==> src/rtl/sort_check_monitor_if.sv <==
// Bus between the run monitor and the CPU/data-memory side: CPU observation
// inputs, the data-memory read port, and the verdict outputs.
interface sort_check_monitor_if #(
   parameter int unsigned DATA_W = 32,
   parameter int unsigned ADDR_W = 32,
   parameter int unsigned IDX_W  = 4
);
   logic [ADDR_W-1:0] pc;
   logic              overflow;
   logic              mem_rd_en;
   logic [ADDR_W-1:0] mem_addr;
   logic [DATA_W-1:0] mem_rd_data;
   logic              done;
   logic              pass;
   logic [1:0]        err_code;
   logic [IDX_W-1:0]  bad_index;
   logic [31:0]       cycle_count;

   modport master (
      input  pc, overflow, mem_rd_data,
      output mem_rd_en, mem_addr, done, pass, err_code, bad_index, cycle_count
   );

   modport slave (
      output pc, overflow, mem_rd_data,
      input  mem_rd_en, mem_addr, done, pass, err_code, bad_index, cycle_count
   );
endinterface

==> src/rtl/sort_check_monitor.sv <==
// End-of-run monitor: waits for the stop PC, scans an array region out of data
// memory, checks neighbour ordering and reports a sticky pass/fail verdict.
module sort_check_monitor #(
   parameter int unsigned DATA_W     = 32,
   parameter int unsigned ADDR_W     = 32,
   parameter int unsigned BASE_ADDR  = 512,
   parameter int unsigned N          = 12,
   parameter int unsigned STOP_PC    = 104,
   parameter int unsigned EXPECT_OVF = 1,
   parameter int unsigned DESCENDING = 0,
   parameter int unsigned STRICT     = 1,
   parameter int unsigned SIGNED     = 1
) (
   input logic                 clk,
   input logic                 rst,
   sort_check_monitor_if.master bus
);
   localparam int unsigned IDX_W = $clog2(N + 1);

   typedef enum logic [1:0] {RUN = 2'd0, SCAN = 2'd1, DONE = 2'd2} state_t;

   state_t            state_r, state_s;
   logic [31:0]       cnt_r, cnt_s;
   logic [1:0]        err_r, err_s;
   logic [IDX_W-1:0]  bad_r, bad_s;
   logic [IDX_W-1:0]  rd_idx_r, rd_idx_s;
   logic [IDX_W-1:0]  ret_idx_r, ret_idx_s;
   logic              en_r, en_s;
   logic [ADDR_W-1:0] addr_r, addr_s;
   logic              vld_r, vld_s;
   logic [DATA_W-1:0] prev_r, prev_s;
   logic              done_r, done_s;
   logic              pass_r, pass_s;

   // 1 when the pair (a = earlier, b = later) breaks the configured ordering
   function automatic logic order_violation(input logic [DATA_W-1:0] a,
                                            input logic [DATA_W-1:0] b);
      logic lt_s, gt_s, eq_s, ok_s;
      eq_s = (a == b);
      if (SIGNED != 0) begin
         lt_s = ($signed(a) < $signed(b));
         gt_s = ($signed(a) > $signed(b));
      end else begin
         lt_s = (a < b);
         gt_s = (a > b);
      end
      if (DESCENDING != 0) begin
         ok_s = gt_s || ((STRICT == 0) && eq_s);
      end else begin
         ok_s = lt_s || ((STRICT == 0) && eq_s);
      end
      return !ok_s;
   endfunction

   // next-state and next-value logic for the RUN/SCAN/DONE sequence
   always_comb begin
      state_s   = state_r;
      cnt_s     = cnt_r;
      err_s     = err_r;
      bad_s     = bad_r;
      rd_idx_s  = rd_idx_r;
      ret_idx_s = ret_idx_r;
      en_s      = 1'b0;
      addr_s    = addr_r;
      vld_s     = en_r;
      prev_s    = prev_r;
      done_s    = done_r;
      pass_s    = pass_r;
      case (state_r)
         RUN: begin
            cnt_s = cnt_r + 32'd1;
            // stop PC wins over a simultaneous overflow
            if (bus.pc == ADDR_W'(STOP_PC)) begin
               state_s   = SCAN;
               en_s      = 1'b1;
               addr_s    = ADDR_W'(BASE_ADDR);
               rd_idx_s  = IDX_W'(1);
               ret_idx_s = '0;
               if ((EXPECT_OVF != 0) && !bus.overflow) begin
                  err_s = 2'd2;
               end else begin
                  err_s = err_r;
               end
            end else if (bus.overflow) begin
               state_s = DONE;
               err_s   = 2'd1;
               done_s  = 1'b1;
               pass_s  = 1'b0;
            end else begin
               state_s = RUN;
            end
         end
         SCAN: begin
            if (rd_idx_r < IDX_W'(N)) begin
               en_s     = 1'b1;
               addr_s   = ADDR_W'(BASE_ADDR) + (ADDR_W'(rd_idx_r) << 2);
               rd_idx_s = rd_idx_r + IDX_W'(1);
            end else begin
               en_s = 1'b0;
            end
            // data word in flight this cycle belongs to element ret_idx_r
            if (vld_r) begin
               prev_s    = bus.mem_rd_data;
               ret_idx_s = ret_idx_r + IDX_W'(1);
               if ((ret_idx_r != '0) && (bad_r == '0) &&
                   order_violation(prev_r, bus.mem_rd_data)) begin
                  bad_s = ret_idx_r;
                  if (err_r == 2'd0) begin
                     err_s = 2'd3;
                  end else begin
                     err_s = err_r;
                  end
               end else begin
                  bad_s = bad_r;
               end
               if (ret_idx_r == IDX_W'(N - 1)) begin
                  state_s = DONE;
                  done_s  = 1'b1;
                  pass_s  = (err_s == 2'd0);
               end else begin
                  state_s = SCAN;
               end
            end else begin
               state_s = SCAN;
            end
         end
         DONE: begin
            state_s = DONE;
         end
         default: begin
            state_s = RUN;
         end
      endcase
   end

   // state and datapath registers; rst returns everything to the idle run
   always_ff @(posedge clk) begin
      if (rst) begin
         state_r   <= RUN;
         cnt_r     <= 32'd0;
         err_r     <= 2'd0;
         bad_r     <= '0;
         rd_idx_r  <= '0;
         ret_idx_r <= '0;
         en_r      <= 1'b0;
         addr_r    <= '0;
         vld_r     <= 1'b0;
         prev_r    <= '0;
         done_r    <= 1'b0;
         pass_r    <= 1'b0;
      end else begin
         state_r   <= state_s;
         cnt_r     <= cnt_s;
         err_r     <= err_s;
         bad_r     <= bad_s;
         rd_idx_r  <= rd_idx_s;
         ret_idx_r <= ret_idx_s;
         en_r      <= en_s;
         addr_r    <= addr_s;
         vld_r     <= vld_s;
         prev_r    <= prev_s;
         done_r    <= done_s;
         pass_r    <= pass_s;
      end
   end

   assign bus.mem_rd_en   = en_r;
   assign bus.mem_addr    = addr_r;
   assign bus.done        = done_r;
   assign bus.pass        = pass_r;
   assign bus.err_code    = err_r;
   assign bus.bad_index   = bad_r;
   assign bus.cycle_count = cnt_r;
endmodule

==> src/flat_wrapper.sv <==
// flat-port wrapper written by rule: the top's interface ports become plain ports
module sort_check_monitor_flat 
#(
   parameter int unsigned DATA_W     = 32,
   parameter int unsigned ADDR_W     = 32,
   parameter int unsigned BASE_ADDR  = 512,
   parameter int unsigned N          = 12,
   parameter int unsigned STOP_PC    = 104,
   parameter int unsigned EXPECT_OVF = 1,
   parameter int unsigned DESCENDING = 0,
   parameter int unsigned STRICT     = 1,
   parameter int unsigned SIGNED     = 1
)
  (clk, rst, bus_pc, bus_overflow, bus_mem_rd_data, bus_mem_rd_en, bus_mem_addr, bus_done, bus_pass, bus_err_code, bus_bad_index, bus_cycle_count);
  sort_check_monitor_if #(.DATA_W(DATA_W), .ADDR_W(ADDR_W), .IDX_W(($clog2((12) + 1)))) bus_i ();
  input logic clk;
  input logic rst;
  input wire logic [$bits(bus_i.pc)-1:0] bus_pc;
  input wire logic [$bits(bus_i.overflow)-1:0] bus_overflow;
  input wire logic [$bits(bus_i.mem_rd_data)-1:0] bus_mem_rd_data;
  output wire logic [$bits(bus_i.mem_rd_en)-1:0] bus_mem_rd_en;
  output wire logic [$bits(bus_i.mem_addr)-1:0] bus_mem_addr;
  output wire logic [$bits(bus_i.done)-1:0] bus_done;
  output wire logic [$bits(bus_i.pass)-1:0] bus_pass;
  output wire logic [$bits(bus_i.err_code)-1:0] bus_err_code;
  output wire logic [$bits(bus_i.bad_index)-1:0] bus_bad_index;
  output wire logic [$bits(bus_i.cycle_count)-1:0] bus_cycle_count;
  assign bus_i.pc = bus_pc;
  assign bus_i.overflow = bus_overflow;
  assign bus_i.mem_rd_data = bus_mem_rd_data;
  assign bus_mem_rd_en = bus_i.mem_rd_en;
  assign bus_mem_addr = bus_i.mem_addr;
  assign bus_done = bus_i.done;
  assign bus_pass = bus_i.pass;
  assign bus_err_code = bus_i.err_code;
  assign bus_bad_index = bus_i.bad_index;
  assign bus_cycle_count = bus_i.cycle_count;
  sort_check_monitor #(.DATA_W(DATA_W), .ADDR_W(ADDR_W), .BASE_ADDR(BASE_ADDR), .N(N), .STOP_PC(STOP_PC), .EXPECT_OVF(EXPECT_OVF), .DESCENDING(DESCENDING), .STRICT(STRICT), .SIGNED(SIGNED)) u_core (.clk(clk), .rst(rst), .bus(bus_i));
endmodule
==> config.mk <==
export PLATFORM = sky130hd
export DESIGN_NAME = sort_check_monitor_flat
export DESIGN_NICKNAME = d
export VERILOG_FILES = /design/src/rtl/sort_check_monitor_if.sv /design/src/rtl/sort_check_monitor.sv /design/src/flat_wrapper.sv
export SDC_FILE = /design/constraint.sdc
export NUM_CORES = 1
export LEC_CHECK = 0
export ABC_AREA = 0
export CAP_MARGIN = 5
export CORE_ASPECT_RATIO = 0.9
export CORE_MARGIN = 2
export CORE_UTILIZATION = 51
export DETAILED_ROUTE_END_ITERATION = 10
export DONT_BUFFER_PORTS = 1
export GPL_TIMING_DRIVEN = 1
export PLACE_DENSITY_LB_ADDON = 0.12
export SLEW_MARGIN = 20
export SYNTH_ARGS = -nofsm -noshare
export SYNTH_HDL_FRONTEND = slang
export SYNTH_SLANG_ARGS = --single-unit
export TNS_END_PERCENT = 1
==> constraint.sdc <==
create_clock -name clk -period 2.8 [get_ports clk]
set_input_delay 0.28 -clock clk [delete_from_list [all_inputs] [get_ports clk]]
set_output_delay 0.28 -clock clk [all_outputs]
set_load 0.02 [all_outputs]
==> run metrics, run 1 <==
status finished, final reports clean; hold slack 0.03519 ns; Crit. End Element flip-flop; Die Span Y 94.85 um; Clock Path Buffers 2; number of global-route vias before repair 3354; synthesized area 4677 sq um; unrepaired setup endpoints after global routing no; Hold Violations, Final 0; Synth cell types 59; Root Driver clkbuf_8; Post-CTS Resized 0; Vias per Instance 5.377; Area growth syn-to-layout 5.752%; Final TNS setup 0 ns; final slew viol count 0; Tmin final 2.439 ns; Synth Register Bits 89; synthesized area per cell 8.307 sq um; CTS buffer count 9; Post-Place Cell Area 4676 sq um; synth warn 0; worst min-delay path class primary input to flip-flop; Post-Place Worst Slack 0.3114 ns; clk_lat worst skew 0.35 ns; final-report setup violation count 0; sequential area share after synthesis 38.10%; post-route ant nets 0; CP required 3.09 ns; nets 660; layout cells sized above 1 6.927%; num rows 33; top_reg_cell synth dfxtp_1; post-synth top area share 38.10%; fin area 4946 sq um; Initial Util 51.96%; Final Non-Filler Cells 685; largest net degree at the start of global routing 81; leak pwr 2.032 nW; Inst Count DP 667; Pwr Density 491.9 nW/um^2; Clock Skew 0.01036 ns; critical path arrival 2.73 ns; fill count 885; htree depth 3; number of synthesized flops with an enable pin 0; ANT cells 0; Worst Path Max Fanout 7; maxcap violations 0; drt wl/cell 14.31 um; Post-Route WL 9.802 mm; Slew HR 48.20%; gr usage total 19.42%; Initial DRC Count 134; first-pass GRT wire length 15.77 mm; Pre-antenna DRT Iters 4; Synth Instances 563; total grt overflow 0; Placer Congestion 0.7927; Synth area leader dfxtp_1; total clock sinks 89; Worst IR Drop VDD 280.0 uV; die width 104.9 um; die area 9954 sq um; Ports 140; achievable frequency 0.4101 GHz; ys async rst share 0%; I/O Buffers 0; routed vias 3683; PnR worst setup slack 0.3613 ns; initial antenna violation count 0; Tcrit/Tclk final 87.10%; DRC viols 0; Synth area leaders dfxtp_1 38%, ha_1 9.4%, nand2_1 7.1%; startpoint class of the critical path flip-flop; Core ar. 9001 sq um; Detailed Place HPWL 6.914 mm; Slew @ Worst Pin 0.7770 ns; WS Path Type flip-flop to flip-flop; CTS tree done; Worst-path clk slew 0.09 ns
[worst max-delay path: stages, from the launching register on]
cell	delay (ns)
dfxtp_1	0.33
ha_1	0.33
and3_1	0.19
nand4_1	0.18
nor4_1	0.41
o31ai_1	0.16
and4bb_1	0.26
mux2i_4	0.32
a41o_1	0.21
[cell families (layout without fill, tap and decap cells)]
| group | count (synthesis) | count (layout) | synth area share, % |
|---|---|---|---|
| buf+inv | 86 | 60 | 9.122 |
| flops | 89 | 89 | 38.10 |
| xor+xnor | 30 | 30 | 5.618 |
| other cells | 1 | 27 | 0.08018 |
| compound gates | 98 | 98 | 13.14 |
| mux | 1 | 1 | 0.4815 |
| fa+ha+maj | 35 | 35 | 9.363 |
| simple gates | 223 | 223 | 24.10 |
[per-layer routing]
| metal | wire length (um) | share of wire [%] | track usage (%) |
|---|---|---|---|
| met2 | 4649 | 47 | 33.01 |
| met1 | 4333 | 44 | 23.43 |
| met3 | 732 | 7.5 | 7.937 |
| met4 | 85 | 0.87 | 3.667 |
| met5 | 0 | 0 | 0 |
[per-stage QoR]
step | utilization, % | power (mW)
CTS | 54.84 | 2.464
floorplan | - | 1.451
detailed placement | 51.95 | 1.424
global route | 54.95 | 2.531
finish | 54.95 | 2.433
global placement | 51.95 | 1.422
[power by group]
group | switching [mW] | internal (mW)
Sequential | 0.0171 | 1.27
Combinational | 0.0906 | 0.0387
Clock | 0.476 | 0.539
Total | 0.583 | 1.85
[flip-flops by register name, indices dropped and copies added, names as in the netlist, 2 cells and up]
register,flops
u_core.bus.mem_addr,5
u_core.bus.bad_index,4
u_core.bus.err_code,2
u_core.ret_idx_r,4
u_core.state_r,2
u_core.bus.cycle_count,32
u_core.rd_idx_r,4
u_core.prev_r,32
[timing repair]
item                       CTS  global route
setup endpoints to repair    0             0
hold buffers                 1             1
hold endpoints to repair    80             1
setup buffers                0             0
[synth_stat cells (2+ instances only)]
master,n
and4_1,4
xnor2_1,8
and3_1,8
nor3b_1,3
ha_1,35
buf_4,27
nor2b_1,2
nand3_1,14
o2bb2ai_1,2
nor2_1,47
nand2b_1,3
and2_1,2
nor4_1,6
xor2_1,22
o41ai_2,3
o21a_1,2
nand2_1,88
dfxtp_1,89
nor4_4,2
clkbuf_1,18
or2_2,2
a21o_1,3
or3_1,5
nor4b_1,3
inv_1,37
a21oi_1,54
nand4_1,15
a22oi_1,6
o21ai_0,14
buf_2,2
nor3_1,9
[layout make-up]
cell class | instances | area (sq um) | share of cell area [%]
Timing Repair Buffer | 6 | 67.56 | 1.366
Sequential cell | 89 | 1782 | 36.02
Inverter | 38 | 142.6 | 2.884
Tap cell | 122 | 152.6 | 3.086
Clock inverter | 6 | 95.09 | 1.923
Multi-Input combinational cell | 414 | 2569 | 51.94
Clock buffer | 10 | 137.6 | 2.783
[placed cells by master (no fill, tap or decap), types with 2 or more instances in the layout]
cell	Yosys	layout
dfxtp_1	89	89
nand2_1	88	88
a21oi_1	54	54
nor2_1	47	46
inv_1	37	37
ha_1	35	35
conb_1	1	27
xor2_1	22	22
nand4_1	15	15
nand3_1	14	14
o21ai_0	14	14
clkbuf_8	0	10
nor3_1	9	9
and3_1	8	8
xnor2_1	8	8
nor4_1	6	6
a22oi_1	6	6
or3_1	5	5
and4_1	4	4
buf_4	27	4
nand2b_1	3	3
nor4b_1	3	3
nor3b_1	3	3
a21o_1	3	3
o41ai_2	3	3
inv_6	0	3
nor2_2	1	2
or2_2	2	2
nor2b_1	2	2
and2_1	2	2
o21a_1	2	2
o2bb2ai_1	2	2
nor4_4	2	2
bufinv_16	0	2
[path summary, 6_finish.rpt]
check | startpoint | to | slack [ns] | cells past startpoint
max | u_core.prev_r[31]$_SDFFE_PP0P_ | u_core.bus.pass$_SDFFE_PP0P_ | 0.36 | 8
min | rst | u_core.bus.err_code[1]$_SDFFE_PP0P_ | 0.04 | 1
max reg2reg | u_core.prev_r[31]$_SDFFE_PP0P_ | u_core.bus.pass$_SDFFE_PP0P_ | 0.36 | 8
min reg2reg | u_core.prev_r[0]$_SDFFE_PP0P_ | u_core.prev_r[0]$_SDFFE_PP0P_ | 0.46 | 2
Power figures use the tool's default switching activity.
==> run 2: changes to the inputs <==
- SLEW_MARGIN: 20 -> unset
==> results of run 2 <==
No change in the layout: final DEF, timing and power equal those of run 1.
==> run 3: changes to the inputs <==
==> constraint.sdc (replaced) <==
create_clock -name clk -period 2.8 [get_ports clk]
set_input_delay 0.56 -clock clk [delete_from_list [all_inputs] [get_ports clk]]
set_output_delay 0.56 -clock clk [all_outputs]
set_load 0.02 [all_outputs]
==> run 3 against run 2 <==
Effect of this change: final area shrank 1.8%; worst setup slack gained 0.081 ns; global-route usage shrank 0.10 points; wire length shrank 0.89%; non-clock buffer count shrank 1; final cell count shrank 0.29%; worst hold slack gained 0.24 ns; critical endpoint unchanged; largest cell class unchanged.
==> run metrics, run 3 (synthesized netlist as in run 1, its figures left out) <==
Pre-antenna DRT Iters 7 (+3); layout cells sized above 1 6.595% (-0.33 points); Slew HR 46.50% (-1.7 points); sw frac 24.63% (+0.65 points); Ports 140 (unchanged); total grt overflow 0 (unchanged); Final Non-Filler Cells 683 (-0.29%); Final TNS setup 0 ns (unchanged); Post-Place Cell Area 4683 sq um (+0.16%); critical path's top delay family compound AO/OA/AOI/OAI gates; most frequent cells in the layout 89 x dfxtp_1, 88 x nand2_1, 54 x a21oi_1; Worst Path Max Fanout 7 (unchanged); Psw 0.5386 mW (-7.7%); total power 2.187 mW (-10%); Placer Congestion 0.7850 (-0.97%); unrepaired setup endpoints after global routing no; part of the power in the clock network 36.2% (-5.5 points); CP required 3.09 ns (about the same); cell depth of the worst setup path 8 (unchanged); Post-Route WL 9.715 mm (-0.89%); final-report setup violation count 0 (unchanged); Flop pwr share 59.0% (+6.0 points); CTS buffer count 9 (unchanged); Crit. End Element flip-flop; Post-CTS Resized 0 (unchanged); combinational share of power 4.8% (-0.5 points); Worst IR Drop VDD 364.3 uV (+30%); I/O Buffers 0 (unchanged); status finished, final reports clean; maxcap violations 0 (unchanged); critical path arrival 2.65 ns (-0.08 ns); Inst Count DP 668 (+0.15%); total clock sinks 89 (unchanged); Detailed Place HPWL 7.020 mm (+1.5%); Slew @ Worst Pin 0.8024 ns (+0.02544 ns); Initial Util 51.96% (unchanged); Int Power 1.648 mW (-11%); Post-Place Worst Slack 0.1560 ns (-0.1554 ns); fill count 881 (-0.45%); routed vias 3607 (-2.1%); ANT cells 0 (unchanged); first-pass GRT wire length 15.53 mm (-1.5%); cell count of the worst hold path 1 (unchanged); final slew viol count 0 (unchanged); CTS tree done; CP max-delay cell mux2i_4; fin area 4855 sq um (-1.8%); htree depth 3 (unchanged); gr usage total 19.32% (-0.10 points); drt wl/cell 14.22 um (-0.60%); delay of the slowest critical-path stage 0.39 ns (-0.02 ns); Die Span Y 94.85 um (unchanged); DRC viols 0 (unchanged); Util after Layout 53.93% (-1.0 points); WS Path Type flip-flop to flip-flop; leak pwr 1.976 nW (-2.7%); nets 659 (-0.15%); critical-path cell list ha_1 > a21o_1 > a221o_1 > a21oi_1 > o41ai_1 > and4bb_1 > mux2i_4 > a41o_1; Tcrit/Tclk final 84.19% (-2.9 points); initial antenna violation count 0 (unchanged); die width 104.9 um (unchanged); post-CTS setup buffers 0 (unchanged); cells on worst reg2reg path 8 (unchanged); post-route ant nets 0 (unchanged); Hold Violations, Final 0 (unchanged); Initial DRC Count 161 (+20%); Buf/Inv on CP 0 (unchanged); Worst-path clk slew 0.08 ns (about the same); Pwr Density 450.4 nW/um^2 (-8.4%); Core ar. 9001 sq um (unchanged); Vias per Instance 5.281 (-1.8%); die area 9954 sq um (unchanged); num rows 33 (unchanged); clk_lat worst skew 0.35 ns (about the same); PnR worst setup slack 0.4428 ns (+0.08142 ns); Clock Skew 0.003601 ns (-0.006761 ns); achievable frequency 0.4242 GHz (+3.5%); cts hold-fix bufs 0 (-1); Area growth syn-to-layout 3.799%; Root Driver clkbuf_8; startpoint class of the critical path flip-flop; largest net degree at the start of global routing 88 (+8.6%); number of global-route vias before repair 3350 (-0.12%); worst min-delay path class primary input to flip-flop; Tmin final 2.357 ns (-0.08143 ns); hold slack 0.2734 ns (+0.2382 ns); Clock Path Buffers 2 (unchanged); most common cell after layout, fill and taps aside dfxtp_1
[run 3: cell type report]
type                            instances  area (sq um)  share of cell area [%]
Timing Repair Buffer                    5         37.54                  0.7732
Clock inverter                          4         30.03                  0.6186
Multi-Input combinational cell        414          2569                   52.91
Sequential cell                        89          1782                   36.70
Clock buffer                           11         141.4                   2.912
Tap cell                              122         152.6                   3.144
Inverter                               38         142.6                   2.938
[run 3: routing by layer]
| layer | part of all wire, % | vias up | routed length [um] | track usage (%) |
|---|---|---|---|---|
| li1 | - | 1853 | - | - |
| met1 | 44 | 1671 | 4239 | 23.88 |
| met2 | 49 | 76 | 4745 | 32.90 |
| met3 | 6.6 | 7 | 640 | 6.418 |
| met4 | 0.92 | 0 | 89 | 4.444 |
| met5 | 0 | - | 0 | 0 |
[run 3: final timing paths]
kind / start / end / slack, ns
max: u_core.prev_r[9]$_SDFFE_PP0P_ / u_core.bus.pass$_SDFFE_PP0P_ / 0.44
min: rst / u_core.bus.cycle_count[30]$_SDFFE_PP0N_ / 0.27
max reg2reg: u_core.prev_r[9]$_SDFFE_PP0P_ / u_core.bus.pass$_SDFFE_PP0P_ / 0.44
min reg2reg: u_core.prev_r[5]$_SDFFE_PP0P_ / u_core.prev_r[5]$_SDFFE_PP0P_ / 0.46
[run 3: power groups by stage]
stage	clock, mW	sequential, mW	combinational, mW
after CTS	0.825	1.29	0.106
after global placement	0	1.32	0.103
final	0.792	1.29	0.106
after detailed placement	0	1.32	0.105
after global routing	0.867	1.29	0.119
after floorplan	0	1.32	0.135
